## config.mk

```make
export PLATFORM = sky130hd
export DESIGN_NAME = price_display
export DESIGN_NICKNAME = d
export VERILOG_FILES = /design/src/rtl/price_display.sv
export SDC_FILE = /design/constraint.sdc
export NUM_CORES = 1
export LEC_CHECK = 0
export ABC_AREA = 1
export CAP_MARGIN = 10
export CORE_UTILIZATION = 40
export CTS_BUF_LIST = sky130_fd_sc_hd__clkbuf_4
export DETAILED_ROUTE_END_ITERATION = 6
export GPL_TIMING_DRIVEN = 0
export PLACE_DENSITY = 0.58
export SLEW_MARGIN = 20
export SYNTH_ARGS = -nofsm -noshare
export SYNTH_HDL_FRONTEND = slang
export SYNTH_SLANG_ARGS = --single-unit
```

## constraint.sdc

```tcl
create_clock -name clk -period 3.4 [get_ports clk]
set_input_delay 0.68 -clock clk [delete_from_list [all_inputs] [get_ports clk]]
set_output_delay 0.68 -clock clk [all_outputs]
set_load 0.02 [all_outputs]
```

## src/rtl/price_display.sv

```systemverilog
// Price display: converts the selected 16-bit price to BCD by double dabble
// and drives a multiplexed, active-low 4-digit seven-segment display.
module price_display #(
  parameter int SCAN_DIV      = 100000,
  parameter int BLANK_LEADING = 1
) (
  input  logic        clk,
  input  logic        reset,
  input  logic [15:0] single,
  input  logic [15:0] sum,
  input  logic        sel,
  output logic [3:0]  an,
  output logic [7:0]  seg,
  output logic        busy,
  output logic        ovf
);

  localparam int SW = (SCAN_DIV > 1) ? $clog2(SCAN_DIV) : 1;

  typedef enum logic [1:0] {
    IDLE,
    LOAD,
    SHIFT,
    LATCH
  } state_t;

  state_t      state;
  state_t      nxt;
  logic [15:0] src;
  logic [15:0] last_val;
  logic        last_sel;
  logic [15:0] bin;
  logic [19:0] bcd;
  logic [19:0] adj;
  logic [3:0]  cnt;
  logic [15:0] dig;
  logic [SW-1:0] scnt;
  logic [1:0]  idx;
  logic [3:0]  cur;
  logic        blank;
  logic [7:0]  segv;
  logic        z1;
  logic        z2;
  logic        z3;

  assign src  = sel ? sum : single;
  assign busy = (state != IDLE);

  always_ff @(posedge clk or posedge reset) begin
    if (reset) state <= IDLE;
    else       state <= nxt;
  end

  always_comb begin
    nxt = state;
    unique case (state)
      IDLE:  if (src != last_val || sel != last_sel) nxt = LOAD;
      LOAD:  nxt = SHIFT;
      SHIFT: if (cnt == 4'd15) nxt = LATCH;
      LATCH: nxt = IDLE;
      default: nxt = IDLE;
    endcase
  end

  // Double-dabble correction applied before every shift.
  always_comb begin
    adj = bcd;
    for (int i = 0; i < 5; i++) begin
      if (bcd[4*i +: 4] >= 4'd5) adj[4*i +: 4] = bcd[4*i +: 4] + 4'd3;
    end
  end

  always_ff @(posedge clk or posedge reset) begin
    if (reset) begin
      last_val <= '0;
      last_sel <= 1'b0;
      bin      <= '0;
      bcd      <= '0;
      cnt      <= '0;
      dig      <= '0;
      ovf      <= 1'b0;
    end else begin
      unique case (state)
        LOAD: begin
          bin      <= src;
          last_val <= src;
          last_sel <= sel;
          bcd      <= '0;
          cnt      <= '0;
        end
        SHIFT: begin
          bcd <= {adj[18:0], bin[15]};
          bin <= {bin[14:0], 1'b0};
          cnt <= cnt + 4'd1;
        end
        LATCH: begin
          ovf <= (bcd[19:16] != 4'd0);
          dig <= bcd[15:0];
        end
        default: ;
      endcase
    end
  end

  always_ff @(posedge clk or posedge reset) begin
    if (reset) begin
      scnt <= '0;
      idx  <= '0;
    end else if (scnt == SW'(SCAN_DIV - 1)) begin
      scnt <= '0;
      idx  <= idx + 2'd1;
    end else begin
      scnt <= scnt + 1'b1;
    end
  end

  assign z3 = (dig[15:12] == 4'd0);
  assign z2 = z3 && (dig[11:8] == 4'd0);
  assign z1 = z2 && (dig[7:4] == 4'd0);

  always_comb begin
    cur   = dig[3:0];
    blank = 1'b0;
    unique case (idx)
      2'd0: cur = dig[3:0];
      2'd1: begin cur = dig[7:4];   blank = z1; end
      2'd2: begin cur = dig[11:8];  blank = z2; end
      2'd3: begin cur = dig[15:12]; blank = z3; end
      default: ;
    endcase
    if (BLANK_LEADING == 0) blank = 1'b0;
  end

  always_comb begin
    segv = 8'hFF;
    if (ovf) begin
      segv = 8'hBF;
    end else if (!blank) begin
      unique case (cur)
        4'd0: segv = 8'hC0;
        4'd1: segv = 8'hF9;
        4'd2: segv = 8'hA4;
        4'd3: segv = 8'hB0;
        4'd4: segv = 8'h99;
        4'd5: segv = 8'h92;
        4'd6: segv = 8'h82;
        4'd7: segv = 8'hF8;
        4'd8: segv = 8'h80;
        4'd9: segv = 8'h90;
        default: segv = 8'hFF;
      endcase
    end
  end

  always_ff @(posedge clk or posedge reset) begin
    if (reset) begin
      an  <= 4'hF;
      seg <= 8'hFF;
    end else begin
      an  <= ~(4'b0001 << idx);
      seg <= segv;
    end
  end

endmodule

```

==> results of run 1 <==
## worst max-delay path, delay by kind of cell, from the launching register on
| kind | cells | cell delay [ns] |
|---|---|---|
| adder cells (fa/ha/maj) | 1 | 0.25 |
| buffers and inverters | 3 | 0.76 |
| flip-flops | 1 | 0.44 |
## report_power, final
part	switching, mW	total [mW]	internal, mW	leakage [nW]
clock	0.469	0.640	0.171	0.0751
sequential	0.171	1.77	1.60	1.34
combinational	1.13	1.77	0.640	1.80
## kinds of logic (layout without fill, tap and decap cells)
logic type | Yosys count | after routing
AOI/OAI and AO/OA | 115 | 115
xor gates and xnor gates | 15 | 15
adders and majority gates | 25 | 25
buffers and inverters | 148 | 215
DFF | 106 | 106
other | 1 | 1
and+or+nand+nor | 319 | 319
## synth_stat cells, types with 2 or more instances
cell      number  area (sq um)
a21oi_1       27           135
buf_2          5          25.0
buf_4          4          30.0
buf_6          2          22.5
clkbuf_1      12          45.0
dfrtp_1       95          2380
dfstp_2       11           289
ha_1          25           313
inv_1        123           462
inv_2          2          7.51
nand2_1      182           683
nand3_1       46           230
nand3b_1       6          45.0
nand4_1        9          56.3
nor2_1        51           191
nor2_2         2          12.5
nor3_1         7          35.0
nor4_1         4          25.0
o211ai_1       4          30.0
o21ai_0       49           245
o21ai_1        3          15.0
o21ai_2        2          17.5
o221ai_1      14           123
o22ai_1       10          62.6
o32ai_1        2          17.5
or2_2          8          50.1
xor2_1        15           131
## state kept, by name (all words and copies together) (netlist names), 2 cells and up
register / count
seg: 7
bcd: 20
state: 2
last_val: 16
dig: 16
scnt: 17
cnt: 4
bin: 16
idx: 2
an: 4
## path summary, 6_finish.rpt
path,depth (start not counted),start,end
min reg2reg,1,scnt[0]$_DFF_PP0_,scnt[0]$_DFF_PP0_
min in group clk,1,scnt[0]$_DFF_PP0_,scnt[0]$_DFF_PP0_
max reg2reg,13,idx[0]$_DFFE_PP0N_,seg[6]$_DFF_PP1_
min,2,reset,bcd[18]$_DFFE_PP0P_
max,4,state[0]$_DFFE_PP0P_,busy
max in group asynchronous,4,reset,an[1]$_DFF_PP1_
## per-layer routing
layer / routed length [um] / share of wire (%) / global-route usage, % / up-vias
met1: 5910 / 46 / 24.8 / 2280
met2: 6360 / 49 / 32.3 / 83
li1: - / - / - / 2458
met3: 492 / 3.8 / 5.01 / 16
met4: 217 / 1.7 / 5.63 / 0
met5: 0 / 0 / 0 / -
## area by class of cell
type | count | area (sq um)
Clock inverter | 7 | 68.8
Multi-Input combinational cell | 475 | 2490
Timing Repair Buffer | 51 | 566
Buffer | 23 | 123
Fill cell | 1356 | 7250
Inverter | 125 | 473
Sequential cell | 106 | 2670
Clock buffer | 9 | 67.6
Tap cell | 180 | 225
## stage by stage
stage	cells	util, %	hold slack (ns)
5_1_grt	976	47.9	0.462
6_report	976	47.9	0.477
2_1_floorplan	729	-	0.431
3_5_place_dp	960	47.0	0.465
4_1_cts	976	47.9	0.448
3_3_place_gp	956	46.3	0.449
==> flow_summary_export.csv, run 1 <==
group,metric,value,unit
global_routing,grt_overflow,0,
sta,max-slew-margin-rel,61.5,%
clock_network,cts_max_level,3,
drt,vias,4837,
floorplanning,io_pins,49,
sta,tns,0,ns
worst_setup_path,crit_path_start_kind,"register",
layout,final_layout_size_suffix_gt1_share,7.41,%
worst_setup_path,criticalPathCategory,"reg2out",
clock_network,post_cts_buffers,0,
sta,grt_setup_unrepaired,"no",
drt,via_per_inst,4.96,
worst_setup_path,crit_chain,"inv_1 > ha_1 > inv_1 > clkdlybuf4s50_1",
synthesis,synth_fa_ha_area_share,5.44,%
global_routing,grt_max_degree,31,
synthesis,synth_top_family_by_area,"simple AND/OR/NAND/NOR gates",
placement,gp_congestion,0.835,
power_and_ir_drop,powerDensity,626,mW/mm^2
synthesis,syn_area,0.00575,sq mm
clock_network,clockBufferDepth,2,
synthesis,synth.yosys.seq_area_share,46.4,%
drt,wl_per_cell,13.3,um
placement,pre_cts_ws,0.886,ns
synthesis,synthSimpleGateAreaFrac,23.7,%
worst_setup_path,crit_top_cell,"inv_1",
clock_network,cts_root_buffer,"clkbuf_4",
drt,drt_pass1_iterations,5,
floorplanning,die_h,122,um
worst_setup_path,critPathSlowestCell,"clkdlybuf4s50_1",
clock_network,clkSlewWorstSetupHoldPaths,0.15,ns
drt,antenna_left,0,
clock_network,clk_latency,0.50,ns
clock_network,cts_buffers,9,
worst_setup_path,critPathMaxFanout,4,
synthesis,ys_types,36,
layout,final_cell_mix,"nand2_1, inv_1, dfrtp_1, nor2_1, o21ai_0",
clock_network,clock_sinks,106,
sta,min_period_over_period,76.6,%
floorplanning,num_rows,43,
synthesis,synth-compound-area-share,11.9,%
run_status,status,"complete, no violations",
synthesis,ys_ff_latch,106,
worst_setup_path,r2r_slack,1.20,ns
power_and_ir_drop,finalPower,4.18,mW
synthesis,ys.flop_type,"dfrtp_1",
global_routing,antenna_found_initial,0,
synthesis,yosysWarnings,0,
worst_setup_path,crit_required,2.72,ns
floorplanning,dieArea,0.0149,sq mm
floorplanning,die_w,122,um
drt,wl,13.0,mm
global_routing,grt_pass1_wl,22.4,mm
power_and_ir_drop,cellLeakagePower,3.21,nW
synthesis,synthMuxAreaShare,0,%
worst_setup_path,cp-end-kind,"output pin",
synthesis,synthXorXnorAreaFrac,2.29,%
floorplanning,core_area,0.0139,sq mm
layout,final_area,0.00668,sq mm
sta,finalHoldViolCount,0,
placement,portBuffers,47,
synthesis,syn_inst,729,
sta,finalSetupViolCount,0,
placement,placed_cell_area,0.00654,sq mm
placement,dp_hpwl,9.68,mm
synthesis,syn-num-nets,789,
clock_network,postCtsResizedCells,0,
drt,drtIter0Drc,282,
floorplanning,start_util,41.3,%
worst_setup_path,arrival,1.92,ns
sta,final-max-slew-violation-count,0,
global_routing,grt_pass1_vias,4760,
global_routing,grtUsageTotal,19.4,%
clock_network,hold_buffers,0,
layout,n_antenna_cell,0,
layout,final_nets,851,
synthesis,syn_area_per_cell,7.89,sq um
sta,setup_ws,0.797,ns
sta,tightest_slew,0.578,ns
drt,drc,0,
sta,max_freq,0.384,GHz
power_and_ir_drop,peakVddDrop,0.368,mV
sta,fin_skew,0.0315,ns
layout,final_common_cell,"nand2_1",
synthesis,synth_edf_count,0,
worst_setup_path,critPathMaxStageDelay,0.60,ns
clock_network,cts_tree,"yes",
synthesis,async_reset_ff_share,100,%
worst_hold_path,hold_path.class,"in2async",
sta,period_minus_slack,2.60,ns
layout,area_growth_syn_to_layout,16.2,%
run,cap_violations,0,
No activity file was read; power rests on OpenSTA's default activity.
==> inputs of run 2 (changes only) <==
==> constraint.sdc (replaced) <==
create_clock -name clk -period 2.3 [get_ports clk]
set_input_delay 0.46 -clock clk [delete_from_list [all_inputs] [get_ports clk]]
set_output_delay 0.46 -clock clk [all_outputs]
set_load 0.02 [all_outputs]
==> flow_summary_export.csv, run 2 (synthesis results as in run 1) <==
group,metric,value,unit
power_and_ir_drop,powerDensity,925,mW/mm^2
sta,period_minus_slack,2.11,ns
floorplanning,die_h,122,um
drt,vias,4810,
floorplanning,io_pins,49,
drt,wl,13.0,mm
worst_setup_path,critPathSlowestCell,"dfrtp_1",
global_routing,grt_pass1_vias,4760,
clock_network,cts_buffers,9,
layout,final_common_cell,"nand2_1",
worst_setup_path,path_delay_family,"buffers and inverters",
layout,final_nets,851,
sta,finalHoldViolCount,0,
global_routing,grtUsageMet3,5.01,%
layout,final_area,0.00669,sq mm
power_and_ir_drop,peakVddDrop,0.542,mV
worst_setup_path,cp-end-kind,"output pin",
floorplanning,num_rows,43,
floorplanning,dieArea,0.0149,sq mm
sta,max_freq,0.474,GHz
placement,dp_hpwl,9.68,mm
drt,wl_per_cell,13.3,um
global_routing,grt_pass1_wl,22.4,mm
drt,drt_pass1_iterations,5,
clock_network,clock_sinks,106,
global_routing,antenna_found_initial,0,
sta,tightest_slew,0.580,ns
worst_setup_path,arrival,1.65,ns
global_routing,top_usage_layer,"met2",
clock_network,post_cts_buffers,0,
layout,final_cell_mix,"nand2_1, inv_1, dfrtp_1, nor2_1, o21ai_0",
floorplanning,core_area,0.0139,sq mm
power_and_ir_drop,cellLeakagePower,3.22,nW
drt,drc,0,
worst_setup_path,crit_required,1.84,ns
sta,min_period_over_period,91.8,%
placement,gp_congestion,0.835,
placement,pre_cts_ws,0.00571,ns
worst_setup_path,crit_top_cell,"inv_1",
drt,drtIter0Drc,269,
floorplanning,start_util,41.3,%
sta,finalSetupViolCount,0,
sta,final-max-slew-violation-count,0,
worst_setup_path,crit_chain,"inv_1 > ha_1 > inv_1 > dlygate4sd2_1",
drt,via_per_inst,4.93,
worst_setup_path,criticalPathCategory,"reg2out",
layout,largest_reg_flops,20,
global_routing,grt_overflow,0,
worst_hold_path,hold_path.class,"in2async",
global_routing,use_met1,24.8,%
clock_network,cts_tree,"yes",
layout,top_register,"bcd",
clock_network,cts_root_buffer,"clkbuf_4",
floorplanning,die_w,122,um
global_routing,grt_util_met2,32.3,%
placement,portBuffers,47,
clock_network,clkSlewWorstSetupHoldPaths,0.15,ns
layout,final_layout_size_suffix_gt1_share,7.54,%
placement,placed_cell_area,0.00654,sq mm
sta,grt_setup_unrepaired,"no",
layout,area_growth_syn_to_layout,16.4,%
drt,antenna_left,0,
sta,fin_skew,0.0275,ns
clock_network,clk_latency,0.50,ns
worst_setup_path,worst-path-buf-inv,3,
sta,setup_ws,0.189,ns
worst_setup_path,critPathMaxFanout,4,
clock_network,cts_max_level,3,
sta,whs,0.258,ns
layout,n_antenna_cell,0,
clock_network,clockBufferDepth,2,
global_routing,grt_max_degree,31,
global_routing,grtUsageTotal,19.4,%
worst_setup_path,crit_path_start_kind,"register",
layout,reg_top3,"bcd (20), scnt (17)",
sta,max-slew-margin-rel,61.3,%
run,cap_violations,0,
run_status,status,"complete, no violations",
worst_setup_path,critPathMaxStageDelay,0.44,ns
run 2: cell types whose count changed in the layout (fill, tap and decap cells not counted):
cell             before  now
clkdlybuf4s50_1      47   46
dlygate4sd2_1         0    1
nor2_2                2    1
nor2_4                0    1
o22ai_1              10    9
o22ai_2               1    2
run 2: timing repair:
action,in CTS,in global routing
gates cloned,0,0
pin swaps,0,0
hold buffers,0,0
setup endpoints to repair,1,5
gates resized for setup,1,2
run 2: stage by stage:
| step | util [%] | cells | TNS [ns] | total power [mW] |
|---|---|---|---|---|
| 2_1_floorplan | - | 729 | 0 | 4.42 |
| 3_3_place_gp | 46.3 | 956 | -52.33 | 5.19 |
| 3_5_place_dp | 47.0 | 960 | 0 | 5.29 |
| 4_1_cts | 47.9 | 976 | 0 | 6.25 |
| 5_1_grt | 48.0 | 976 | 0 | 6.74 |
| 6_report | 48.0 | 976 | 0 | 6.19 |
run 2: metal layers:
layer,share of wire (%),wire (um)
met3,3.5,454
met5,0,0
met4,1.7,216
met2,49,6350
met1,46,5950
run 2: worst paths after layout:
path	from	end	slack, ns	depth (start not counted)
setup / recovery	state[0]$_DFFE_PP0P_	busy	0.19	4
hold / removal	reset	bcd[18]$_DFFE_PP0P_	0.26	2
setup reg to reg	idx[0]$_DFFE_PP0N_	seg[3]$_DFF_PP1_	0.22	10
hold reg to reg	scnt[0]$_DFF_PP0_	scnt[0]$_DFF_PP0_	0.49	1
max in group asynchronous	reset	an[1]$_DFF_PP1_	1.33	4
min in group clk	scnt[0]$_DFF_PP0_	scnt[0]$_DFF_PP0_	0.49	1
run 2: layout make-up:
type | count | area, sq um
plain buffers | 23 | 123
clock buffers | 9 | 67.6
clock inverters | 7 | 68.8
fillers | 1359 | 7240
inverters | 125 | 473
multi-input cells | 475 | 2500
flip-flops and latches | 106 | 2670
well taps | 180 | 225
repair buffers | 51 | 564
run 2: power by group:
part | total [mW] | switching, mW | internal (mW)
registers | 2.62 | 0.254 | 2.37
clock network | 0.943 | 0.690 | 0.253
logic | 2.63 | 1.68 | 0.950
